==> src/rtl/bits_group_sum.sv <==
// bits_group_sum: buffers a stream of unsigned samples in a small FIFO, sums them in fixed
// groups of GROUP samples and presents each saturated sum on a valid/ready output port.
module bits_group_sum #(
  parameter int unsigned NBITS = 4,
  parameter int unsigned GROUP = 4,
  parameter int unsigned DEPTH = 4,
  parameter int unsigned OBITS = 6
) (
  input  logic                     i_clk,
  input  logic                     i_rst_n,
  input  logic [NBITS-1:0]         i_din,
  input  logic                     i_din_valid,
  output logic                     o_din_ready,
  output logic [OBITS-1:0]         o_dout,
  output logic                     o_dout_valid,
  input  logic                     i_dout_ready,
  output logic                     o_ovf,
  output logic [$clog2(DEPTH):0]   o_level
);

  localparam int unsigned AW = $clog2(DEPTH);
  localparam int unsigned LW = AW + 1;
  localparam int unsigned CW = (GROUP > 2) ? $clog2(GROUP) : 1;
  localparam int unsigned SW = OBITS + 1;

  localparam logic [SW-1:0]    SatMax = {1'b0, {OBITS{1'b1}}};
  localparam logic [CW-1:0]    CntLast = CW'(GROUP - 1);
  localparam logic [LW-1:0]    LevelFull = LW'(DEPTH);

  localparam logic [1:0] StIdle  = 2'd0;
  localparam logic [1:0] StAccum = 2'd1;
  localparam logic [1:0] StHold  = 2'd2;

  // FIFO storage and pointers
  logic [NBITS-1:0] r_mem [DEPTH];
  logic [AW-1:0]    r_wr_ptr;
  logic [AW-1:0]    r_rd_ptr;
  logic [LW-1:0]    r_level;
  logic             r_din_ready;

  // Group accumulator and result registers
  logic [1:0]       r_state;
  logic [OBITS-1:0] r_acc;
  logic             r_sticky;
  logic [CW-1:0]    r_cnt;
  logic [OBITS-1:0] r_dout;
  logic             r_dout_valid;
  logic             r_ovf;

  logic             w_push;
  logic             w_pop;
  logic [NBITS-1:0] w_sample;
  logic [LW-1:0]    w_level_next;
  logic [OBITS-1:0] w_acc_base;
  logic [SW-1:0]    w_sum;
  logic             w_clamp;
  logic [OBITS-1:0] w_sat;

  logic [1:0]       w_state_next;
  logic [OBITS-1:0] w_acc_next;
  logic             w_sticky_next;
  logic [CW-1:0]    w_cnt_next;
  logic [OBITS-1:0] w_dout_next;
  logic             w_dout_valid_next;
  logic             w_ovf_next;

  // Handshake decode: ready is registered from the level, so a full FIFO refuses even
  // when a pop happens on the same edge.
  always_comb begin
    w_push   = i_din_valid && r_din_ready;
    w_pop    = (r_level != '0) && (!r_dout_valid || i_dout_ready);
    w_sample = r_mem[r_rd_ptr];
    w_level_next = r_level;
    unique case ({w_push, w_pop})
      2'b10:   w_level_next = r_level + LW'(1);
      2'b01:   w_level_next = r_level - LW'(1);
      default: w_level_next = r_level;
    endcase
  end

  // Widened sum and its saturated form
  always_comb begin
    w_acc_base = (r_state == StAccum) ? r_acc : '0;
    w_sum      = SW'(w_acc_base) + SW'(w_sample);
    w_clamp    = (w_sum > SatMax);
    w_sat      = w_clamp ? {OBITS{1'b1}} : w_sum[OBITS-1:0];
  end

  // Group FSM next state: a transfer and a pop may share an edge, so the pop starts the
  // next group without a bubble.
  always_comb begin
    w_state_next      = r_state;
    w_acc_next        = r_acc;
    w_sticky_next     = r_sticky;
    w_cnt_next        = r_cnt;
    w_dout_next       = r_dout;
    w_dout_valid_next = r_dout_valid;
    w_ovf_next        = r_ovf;

    if (r_dout_valid && i_dout_ready) begin
      w_dout_valid_next = 1'b0;
      w_ovf_next        = 1'b0;
      w_state_next      = StIdle;
    end

    if (w_pop) begin
      if (r_cnt == CntLast) begin
        w_dout_next       = w_sat;
        w_ovf_next        = w_clamp | r_sticky;
        w_dout_valid_next = 1'b1;
        w_acc_next        = '0;
        w_sticky_next     = 1'b0;
        w_cnt_next        = '0;
        w_state_next      = StHold;
      end else begin
        w_acc_next    = w_sat;
        w_sticky_next = (r_state == StAccum) ? (r_sticky | w_clamp) : w_clamp;
        w_cnt_next    = r_cnt + CW'(1);
        w_state_next  = StAccum;
      end
    end
  end

  // FIFO storage write; contents need no reset because the pointers define validity
  always_ff @(posedge i_clk) begin
    if (w_push) begin
      r_mem[r_wr_ptr] <= i_din;
    end
  end

  // State registers
  always_ff @(posedge i_clk or negedge i_rst_n) begin
    if (!i_rst_n) begin
      r_wr_ptr     <= '0;
      r_rd_ptr     <= '0;
      r_level      <= '0;
      r_din_ready  <= 1'b0;
      r_state      <= StIdle;
      r_acc        <= '0;
      r_sticky     <= 1'b0;
      r_cnt        <= '0;
      r_dout       <= '0;
      r_dout_valid <= 1'b0;
      r_ovf        <= 1'b0;
    end else begin
      if (w_push) r_wr_ptr <= r_wr_ptr + AW'(1);
      if (w_pop)  r_rd_ptr <= r_rd_ptr + AW'(1);
      r_level      <= w_level_next;
      r_din_ready  <= (w_level_next != LevelFull);
      r_state      <= w_state_next;
      r_acc        <= w_acc_next;
      r_sticky     <= w_sticky_next;
      r_cnt        <= w_cnt_next;
      r_dout       <= w_dout_next;
      r_dout_valid <= w_dout_valid_next;
      r_ovf        <= w_ovf_next;
    end
  end

  assign o_din_ready  = r_din_ready;
  assign o_dout       = r_dout;
  assign o_dout_valid = r_dout_valid;
  assign o_ovf        = r_ovf;
  assign o_level      = r_level;

endmodule

==> config.mk <==
export PLATFORM = sky130hd
export DESIGN_NAME = bits_group_sum
export DESIGN_NICKNAME = d
export VERILOG_FILES = /design/src/rtl/bits_group_sum.sv
export SDC_FILE = /design/constraint.sdc
export NUM_CORES = 1
export LEC_CHECK = 0
export CAP_MARGIN = 20
export CORE_AREA = 2 2 81 83
export DETAILED_ROUTE_END_ITERATION = 10
export DIE_AREA = 0 0 83 85
export PLACE_DENSITY = 0.54
export SETUP_SLACK_MARGIN = 0.3
export SYNTH_ARGS = -nofsm -noshare
export SYNTH_HDL_FRONTEND = slang
export SYNTH_SLANG_ARGS = --single-unit
==> constraint.sdc <==
create_clock -name i_clk -period 4.5 [get_ports i_clk]
set_input_delay 0.675 -clock i_clk [delete_from_list [all_inputs] [get_ports i_clk]]
set_output_delay 0.675 -clock i_clk [all_outputs]
set_load 0.01 [all_outputs]
==> flow_metrics.py, run 1 <==
metrics = {
    "clock_network": {
        "cts_max_path_buffers": 2,
        "cts_resized": 0,
        "post_cts_buffers": 0,
        "cts.sinks": 43,
        "cts_hold_buf": 0,
        "path_clk_slew_ps": 80,
        "clk_latency_ps": 290,
        "cts_tree": "yes",
        "cts_buffers": 5,
        "clock-root-buffer": "clkbuf_8",
        "h-tree-depth": 2,
    },
    "sta": {
        "fin_skew_ps": 7.01,
        "drv_slew": 0,
        "grt_setup_unrepaired": "false",
        "finalHoldViolations": 0,
        "maxSlewHeadroom_pct": 57.7,
        "max_freq_mhz": 357,
        "setup_violations": 0,
        "tightest_slew_ps": 630,
        "tns_ps": 0,
        "period_minus_slack_ps": 2800,
        "min_period_over_period_pct": 62.3,
    },
    "synthesis": {
        "async_flop_share_pct": 62.8,
        "synth-edff-count": 16,
        "synth-seq-cells": 43,
        "syn_nets": 185,
        "synth_flop_cell": "dfrtp_1",
        "postSynthCellCount": 165,
        "postSynthAreaPerCell_um2": 12.7,
        "yosys_warnings": 0,
        "yosysSeqAreaShare_pct": 55.2,
        "syn_area_um2": 2100,
        "synth_cell_types": 44,
    },
    "place": {
        "gp_congestion": 0.812,
        "post_dp_cell_area_um2": 2350,
        "hpwlAfterDp_um": 2920,
        "portBuffers": 19,
    },
    "detailed_routing": {
        "ant_nets": 0,
        "wl_per_cell_um": 14.7,
        "avgViaCountPerCell": 5.02,
        "wl_um": 3920,
        "detail_route.first_pass.iterations": 4,
        "vias": 1335,
        "drtIter0Drc": 70,
        "drc": 0,
    },
    "critical_path": {
        "cp_cell_sequence": "clkdlybuf4s50_1 -> nand2b_1 -> nand2_4 -> inv_2 -> ha_1 -> inv_1 -> fa_1 -> xor2_1 -> nor2_1 -> xor2_1 -> nand2_1",
        "r2r_cells": 7,
        "startpoint_type": "input pin",
        "cp_common_cell": "xor2_1",
        "end_kind": "register",
        "critPathMaxFanout": 14,
        "max_stage_delay_ps": 490,
        "ff2ff_setup_slack_ps": 1740,
        "worstReg2RegStart": "r_rd_ptr[0]",
        "critPathArrivalTime_ps": 2980,
        "critPathSlowestCell": "clkdlybuf4s50_1",
        "worstReg2RegEnd": "o_dout[2]",
        "crit_type": "input pin to register",
        "required_ps": 4670,
    },
    "pwr": {
        "power_frac_seq_pct": 36.5,
        "combPwrFrac_pct": 50.7,
        "intPower_mw": 1.09,
        "power_density_nw_per_um2": 750,
        "ir_drop_mv": 0.383,
        "power.leakage_nw": 0.994,
        "swShare_pct": 40.2,
        "clkPwrFrac_pct": 12.8,
        "p_sw_uw": 735,
    },
    "global_route": {
        "antenna_found_initial": 0,
        "grt_max_degree": 28,
        "grt_pass1_wl_um": 7070,
        "grt_usage_pct": 12.7,
        "grt_pass1_vias": 1471,
        "grt.overflow.total": 0,
    },
    "run": {
        "cap_viol_max_count": 0,
    },
    "die": {
        "initial_utilization_pct": 33.8,
        "pin_count": 20,
        "dieArea_um2": 7060,
        "fp.coreArea_um2": 6200,
        "dieHeight_um": 85,
        "rows": 29,
        "die_w_um": 83,
    },
    "cells_and_area": {
        "antennaDiodeCount": 0,
        "design_area_um2": 2430,
        "area_growth_syn_to_layout_pct": 16.1,
        "seq_area_um2": 1160,
        "fill_cells": 612,
        "fin_nets": 208,
        "drive_above_1_share_pct": 14.8,
        "multi_input_area_um2": 872,
    },
    "worst_hold_path": {
        "whs_path_depth": 2,
        "hold_start": "r_acc[1]",
        "min_path_type": "register to register",
        "min_to": "r_acc[1]",
    },
    "status": {
        "status": "finished, final reports clean",
    },
}
[kinds of logic after synthesis]
family	after synthesis	share of synthesized area [%]
compound gates	33	11.7
xor+xnor	8	3.34
fa+ha+maj	12	7.88
buf+inv	11	3.22
flops	43	55.2
mux	7	5.85
simple gates	51	12.8
[power by group through the flow]
stage | Combinational (mW) | Clock, mW | Sequential (mW)
after floorplan | 0.698 | 0 | 0.656
after detailed placement | 0.933 | 0 | 0.676
after global placement | 0.910 | 0 | 0.667
final | 0.926 | 0.233 | 0.667
after CTS | 0.940 | 0.240 | 0.670
after global routing | 1.05 | 0.258 | 0.690
[cell usage in the layout, fill, tap and decap left out, types with 2 or more instances in the layout]
cell | synthesis | routed
a21oi_2 | 3 | 3
nor3_1 | 3 | 3
inv_1 | 6 | 6
nor2_1 | 12 | 12
mux4_2 | 4 | 4
and3_1 | 4 | 4
nand3_2 | 2 | 2
dfrtp_1 | 27 | 27
edfxtp_1 | 16 | 16
xnor2_1 | 6 | 6
xor2_1 | 2 | 2
o21ai_1 | 2 | 2
o21ai_0 | 6 | 6
fa_1 | 2 | 2
clkbuf_8 | 0 | 5
a211oi_1 | 3 | 3
clkdlybuf4s50_1 | 0 | 19
a21oi_1 | 5 | 5
a21o_1 | 4 | 4
nand3b_1 | 2 | 2
nand2_1 | 15 | 15
nor2b_1 | 2 | 2
nand2b_1 | 2 | 2
mux2_2 | 2 | 2
and2_1 | 4 | 4
ha_1 | 10 | 10
[Yosys cell counts, drive strengths merged, types with 2 or more instances]
library cell	number	share of area, %
and3	4	1.2
a21o	4	1.4
and2	4	1.2
a21oi	9	3.2
nor3	3	0.72
nor2b	2	0.60
inv	7	1.3
mux2	2	1.1
nand3	3	1.2
nand3b	2	0.72
fa	2	1.9
dfrtp	27	32
buf	4	2.0
mux4	4	4.3
xnor2	6	2.5
nand2b	2	0.60
ha	10	6.0
xor2	2	0.84
edfxtp	16	23
nand2	17	3.5
o21ai	9	2.3
a211oi	4	1.7
nor2	12	2.1
[layer usage]
| metal | up-vias | GRT usage, % | part of all wire [%] |
|---|---|---|---|
| met5 | - | 0 | 0 |
| li1 | 634 | - | - |
| met3 | 11 | 2.82 | 3.6 |
| met4 | 0 | 6.11 | 2.9 |
| met1 | 664 | 15.5 | 42 |
| met2 | 26 | 21.4 | 51 |
[critical path: cells and delay by family]
kind,cells,cell delay [ps]
xor+xnor,2,350
fa+ha+maj,2,590
buf+inv,3,760
simple gates,4,610
[metrics by stage]
step                setup slack [ps]  hold slack, ps  std cells  util [%]  total power [mW]
global placement                1540             455        258      37.9              1.58
CTS                             1670             465        266      39.2              1.85
finish                          1700             464        266      39.2              1.83
floorplan                       1990             379        165         -              1.35
global route                    1540             512        266      39.2              2.00
detailed placement              1340             449        258      37.9              1.61
[flip-flops by register name, summed over array words and instances (netlist names)]
name and flops:
r_rd_ptr 2, r_wr_ptr 2, o_dout_valid 1, o_level 3, r_sticky 1, r_acc 6, o_din_ready 1, r_mem 16
o_ovf 1, r_state 2, o_dout 6, r_cnt 2
[how the worst max path moves through the flow]
stage             endpoint    startpoint  cells past startpoint
3_5_place_dp   o_din_ready  i_dout_ready                     11
2_1_floorplan    o_dout[2]   r_rd_ptr[0]                      8
5_1_grt        o_din_ready  i_dout_ready                     11
4_1_cts        o_din_ready  i_dout_ready                     11
3_3_place_gp   o_din_ready  i_dout_ready                     11
6_report       o_din_ready  i_dout_ready                     11
[cell type report]
cell class                      instances  share of cell area (%)
Inverter                                7                    1.08
Clock buffer                            6                    2.98
Timing Repair Buffer                   20                    8.12
Multi-Input combinational cell        111                    35.8
Tap cell                               77                    3.96
Clock inverter                          2                   0.514
Sequential cell                        43                    47.5
Power figures use the tool's default switching activity.
==> run 2, diff against run 1 <==
==> constraint.sdc (replaced) <==
create_clock -name i_clk -period 2.9 [get_ports i_clk]
set_input_delay 0.435 -clock i_clk [delete_from_list [all_inputs] [get_ports i_clk]]
set_output_delay 0.435 -clock i_clk [all_outputs]
set_load 0.01 [all_outputs]
==> run 2 against run 1 <==
Flip-flop and latch count stayed put; die area stayed put; final cell count is 1.5% higher; critical path type is now register to register; largest cell class unchanged.
==> flow_metrics.py, run 2 (synthesis results as in run 1) <==
metrics = {
    "sta": {
        "tns_ps": 0,
        "grt_setup_unrepaired": "false",
        "max_freq_mhz": 404,
        "setup_violations": 0,
        "drv_slew": 0,
        "period_minus_slack_ps": 2480,
        "fin_skew_ps": 4.79,
        "min_period_over_period_pct": 85.4,
        "finalHoldViolations": 0,
        "tightest_slew_ps": 561,
        "maxSlewHeadroom_pct": 62.3,
    },
    "critical_path": {
        "crit_type": "register to register",
        "r2r_cells": 7,
        "ff2ff_setup_slack_ps": 420,
        "startpoint_type": "register",
        "required_ps": 3080,
        "end_kind": "register",
        "critPathArrivalTime_ps": 2650,
        "worstReg2RegEnd": "o_dout[2]",
        "worstReg2RegStart": "r_rd_ptr[0]",
        "critPathMaxFanout": 4,
    },
    "pwr": {
        "intPower_mw": 1.84,
        "power_frac_seq_pct": 34.3,
        "combPwrFrac_pct": 50.5,
        "power.leakage_nw": 1.03,
        "p_sw_mw": 1.14,
        "power_density_nw_per_um2": 1190,
        "clkPwrFrac_pct": 15.2,
        "ir_drop_mv": 0.483,
        "swShare_pct": 38.2,
    },
    "detailed_routing": {
        "detail_route.first_pass.iterations": 4,
        "drc": 0,
        "ant_nets": 0,
        "wl_per_cell_um": 15.0,
        "vias": 1325,
        "drtIter0Drc": 46,
        "wl_um": 4060,
        "avgViaCountPerCell": 4.91,
    },
    "place": {
        "gp_congestion": 0.828,
        "hpwlAfterDp_um": 2940,
        "portBuffers": 19,
    },
    "worst_hold_path": {
        "hold_start": "o_dout[4]",
        "min_to": "o_dout[4]",
        "whs_path_depth": 1,
        "min_path_type": "register to register",
    },
    "cells_and_area": {
        "regMostFlops": "r_mem",
        "antennaDiodeCount": 0,
        "fin_util_pct": 40.3,
        "drive_above_1_share_pct": 17.1,
        "fin_nets": 212,
        "layout_commonest_cell": "dfrtp_1",
        "mostFrequentLayoutCells": "26 x dfrtp_1, 19 x clkdlybuf4s50_1, 16 x edfxtp_1",
        "largest_reg_flops": 16,
        "area_growth_syn_to_layout_pct": 19.3,
    },
    "global_route": {
        "grt_usage_pct": 12.2,
        "busiest_layer": "met2",
        "antenna_found_initial": 0,
        "grt.overflow.total": 0,
        "met1_usage_pct": 14.3,
        "grt_max_degree": 28,
        "grt_pass1_wl_um": 6750,
        "met2_usage_pct": 21.8,
        "grt_use_met3_pct": 2.63,
        "grt_pass1_vias": 1431,
    },
    "clock_network": {
        "cts_buffers": 5,
        "path_clk_slew_ps": 80,
        "h-tree-depth": 2,
        "clk_latency_ps": 290,
        "cts_max_path_buffers": 2,
        "clock-root-buffer": "clkbuf_8",
        "cts_hold_buf": 0,
        "cts_tree": "yes",
        "cts.sinks": 43,
    },
    "die": {
        "rows": 29,
        "dieArea_um2": 7060,
        "die_w_um": 83,
        "initial_utilization_pct": 33.8,
        "pin_count": 20,
        "dieHeight_um": 85,
        "fp.coreArea_um2": 6200,
    },
    "run": {
        "cap_viol_max_count": 0,
    },
    "status": {
        "status": "finished, final reports clean",
    },
}
-- run 2: power by group through the flow --
| stage | sequential, mW | combinational (mW) | clock (mW) |
|---|---|---|---|
| 2_1_floorplan | 1.02 | 1.08 | 0 |
| 3_3_place_gp | 1.03 | 1.40 | 0 |
| 3_5_place_dp | 1.05 | 1.45 | 0 |
| 4_1_cts | 1.02 | 1.52 | 0.468 |
| 5_1_grt | 1.06 | 1.69 | 0.493 |
| 6_report | 1.02 | 1.50 | 0.452 |
-- run 2: worst max path at each step --
stage / end / cells past startpoint / startpoint / slack, ps
floorplan: o_dout[2] / 8 / r_rd_ptr[0] / 390
global placement: o_dout[2] / 7 / r_rd_ptr[0] / 240
detailed placement: o_dout[2] / 7 / r_rd_ptr[0] / 180
CTS: o_dout[2] / 7 / r_rd_ptr[0] / 370
global route: r_acc[4] / 8 / r_rd_ptr[0] / 320
finish: o_dout[2] / 7 / r_rd_ptr[0] / 420
-- run 2: layer usage --
layer  vias to the layer above  share of wire (%)  routed length (um)
li1                        642                  -                   -
met1                       655                 43                1750
met2                        22                 52                2120
met3                         6                2.8                 115
met4                         0                1.7                  70
met5                         -                  0                   0
-- run 2: metrics by stage --
step | setup WS (ps) | total power [mW] | instance area, um^2 | hold slack (ps) | instances
global route | 322 | 3.24 | 2500 | 495 | 270
finish | 424 | 2.98 | 2500 | 479 | 270
detailed placement | 176 | 2.49 | 2360 | 465 | 259
floorplan | 388 | 2.10 | 2100 | 139 | 165
CTS | 367 | 3.01 | 2500 | 484 | 270
global placement | 243 | 2.44 | 2360 | 448 | 259
-- run 2: cell type report --
type	count	area (um^2)
fillers	585	3700
flip-flops and latches	43	1160
multi-input cells	111	875
repair buffers	24	240
well taps	77	96.3
clock buffers	7	76.3
clock inverters	1	30.0
inverters	7	26.3
-- run 2: critical path: stages (launching register included) --
cell and delay (ps):
dfrtp_2 430, mux4_2 510, ha_1 250, fa_2 380
a21o_1 220, a21oi_2 200, o21ai_1 110, mux2_2 260
-- run 2: timing repair --
action | 4_1_cts | 5_1_grt
setup endpoints to repair | 4 | 1
buffers inserted | 3 | 0
hold endpoints to repair | 0 | 0
resized for setup | 1 | 1
pin swaps | 0 | 0
==> run 3, diff against run 2 <==
==> constraint.sdc (replaced) <==
create_clock -name i_clk -period 3 [get_ports i_clk]
set_input_delay 0.45 -clock i_clk [delete_from_list [all_inputs] [get_ports i_clk]]
set_output_delay 0.45 -clock i_clk [all_outputs]
set_load 0.01 [all_outputs]
==> run 3 against run 2 <==
Register-to-register slack improved by 70 ps; largest power group unchanged; total power decreased by 3.5%; die area unchanged; largest cell class unchanged.
==> flow_metrics.py, run 3 (synthesis results as in run 1) <==
metrics = {
    "sta": {
        "maxSlewHeadroom_pct": 58.2,
        "setup_violations": 0,
        "grt_setup_unrepaired": "false",
        "tns_ps": 0,
        "setup_ws_ps": 493,
        "fin_skew_ps": 8.77,
        "max_freq_mhz": 399,
        "tightest_slew_ps": 623,
        "min_period_over_period_pct": 83.6,
        "finalHoldViolations": 0,
        "drv_slew": 0,
        "period_minus_slack_ps": 2510,
    },
    "clock_network": {
        "cts_max_path_buffers": 2,
        "cts_tree": "yes",
        "clock-root-buffer": "clkbuf_8",
        "cts_hold_buf": 0,
        "cts_buffers": 5,
        "cts.sinks": 43,
        "clk_latency_ps": 300,
        "path_clk_slew_ps": 90,
        "h-tree-depth": 2,
    },
    "cells_and_area": {
        "mostFrequentLayoutCells": "26 x dfrtp_1, 19 x clkdlybuf4s50_1, 16 x edfxtp_1",
        "antennaDiodeCount": 0,
        "largest_reg_flops": 16,
        "area_growth_syn_to_layout_pct": 19.3,
        "seq_area_um2": 1160,
        "fin_nets": 213,
        "drive_above_1_share_pct": 18.0,
        "layout_commonest_cell": "dfrtp_1",
        "multi_input_area_um2": 872,
        "fill_cells": 575,
        "regMostFlops": "r_mem",
    },
    "global_route": {
        "met1_usage_pct": 14.9,
        "grt_use_met3_pct": 3.21,
        "antenna_found_initial": 0,
        "grt.overflow.total": 0,
        "grt_pass1_wl_um": 6790,
        "grt_pass1_vias": 1411,
        "met2_usage_pct": 20.5,
        "busiest_layer": "met2",
        "grt_max_degree": 28,
        "grt_usage_pct": 12.3,
    },
    "worst_hold_path": {
        "min_path_type": "register to register",
    },
    "die": {
        "die_w_um": 83,
        "initial_utilization_pct": 33.8,
        "fp.coreArea_um2": 6200,
        "dieArea_um2": 7060,
        "dieHeight_um": 85,
        "rows": 29,
        "pin_count": 20,
    },
    "pwr": {
        "power_density_nw_per_um2": 1150,
        "power.leakage_nw": 1.03,
        "ir_drop_mv": 0.551,
    },
    "detailed_routing": {
        "wl_per_cell_um": 14.7,
        "drtIter0Drc": 81,
        "vias": 1309,
        "drc": 0,
        "ant_nets": 0,
        "avgViaCountPerCell": 4.83,
        "wl_um": 3970,
        "detail_route.first_pass.iterations": 4,
    },
    "place": {
        "portBuffers": 19,
        "hpwlAfterDp_um": 2860,
        "gp_congestion": 0.802,
        "dp_slack_ps": 299,
    },
    "critical_path": {
        "crit_type": "register to register",
        "cp_num_buf_inv": 0,
        "critPathSlowestCell": "mux4_2",
        "cp_top_family": "multiplexers",
        "end_kind": "register",
        "critPathArrivalTime_ps": 2700,
        "cp_cell_sequence": "mux4_2 -> ha_1 -> fa_1 -> a21o_1 -> a21oi_2 -> o21ai_1 -> mux2_2",
        "critPathMaxFanout": 4,
        "startpoint_type": "register",
        "required_ps": 3190,
        "max_stage_delay_ps": 510,
    },
    "run": {
        "cap_viol_max_count": 0,
    },
    "status": {
        "status": "finished, final reports clean",
    },
}
==> run 3: what timing repair did <==
action / in CTS / in global routing
buffers inserted: 0 / 4
setup endpoints to repair: 1 / 1
gates resized for setup: 1 / 0
==> run 3: stage by stage <==
step / instance area (um^2) / total power [mW] / cells / util, % / hold WS, ps
finish: 2500 / 2.87 / 271 / 40.3 / 484
global route: 2500 / 3.12 / 271 / 40.3 / 515
CTS: 2470 / 2.87 / 267 / 39.8 / 495
detailed placement: 2360 / 2.40 / 259 / 38.0 / 474
global placement: 2360 / 2.35 / 259 / 38.0 / 449
floorplan: 2100 / 2.03 / 165 / - / 154
==> run 3: cell type report <==
| type | count | area share (%) |
|---|---|---|
| tap | 77 | 3.85 |
| clock inverter | 3 | 1.75 |
| timing repair buffer | 25 | 9.41 |
| multi-input combinational | 111 | 34.9 |
| inverter | 7 | 1.05 |
| sequential | 43 | 46.3 |
| clock buffer | 5 | 2.75 |
==> run 3: worst reg2reg max path, cell delays in order (launching register included) <==
cell and delay, ps:
dfrtp_2 410, mux4_2 510, ha_1 250, fa_1 430
a21o_1 220, a21oi_2 210, o21ai_1 110, mux2_2 260
==> run 3: worst paths after layout <==
kind | slack [ps] | start | cells after the start | to
worst min-delay path | 480 | o_dout[4] | 1 | o_dout[4]
min in group asynchronous | 510 | i_rst_n | 2 | o_dout[2]
max in group asynchronous | 2210 | i_rst_n | 2 | r_rd_ptr[0]
worst max register to register | 490 | r_rd_ptr[0] | 7 | o_dout[2]
worst min register to register | 480 | o_dout[4] | 1 | o_dout[4]
worst max-delay path | 490 | r_rd_ptr[0] | 7 | o_dout[2]
==> run 3: power by group <==
group	internal, mW	total [mW]	switching, mW
Combinational	0.685	1.43	0.746
Clock	0.248	0.457	0.209
Sequential	0.832	0.986	0.154
Total	1.77	2.87	1.11
==> run 3: per-layer routing <==
layer	wire (um)	up-vias
met5	0	-
met4	93	0
met3	146	7
met2	1930	21
met1	1800	639
li1	-	642
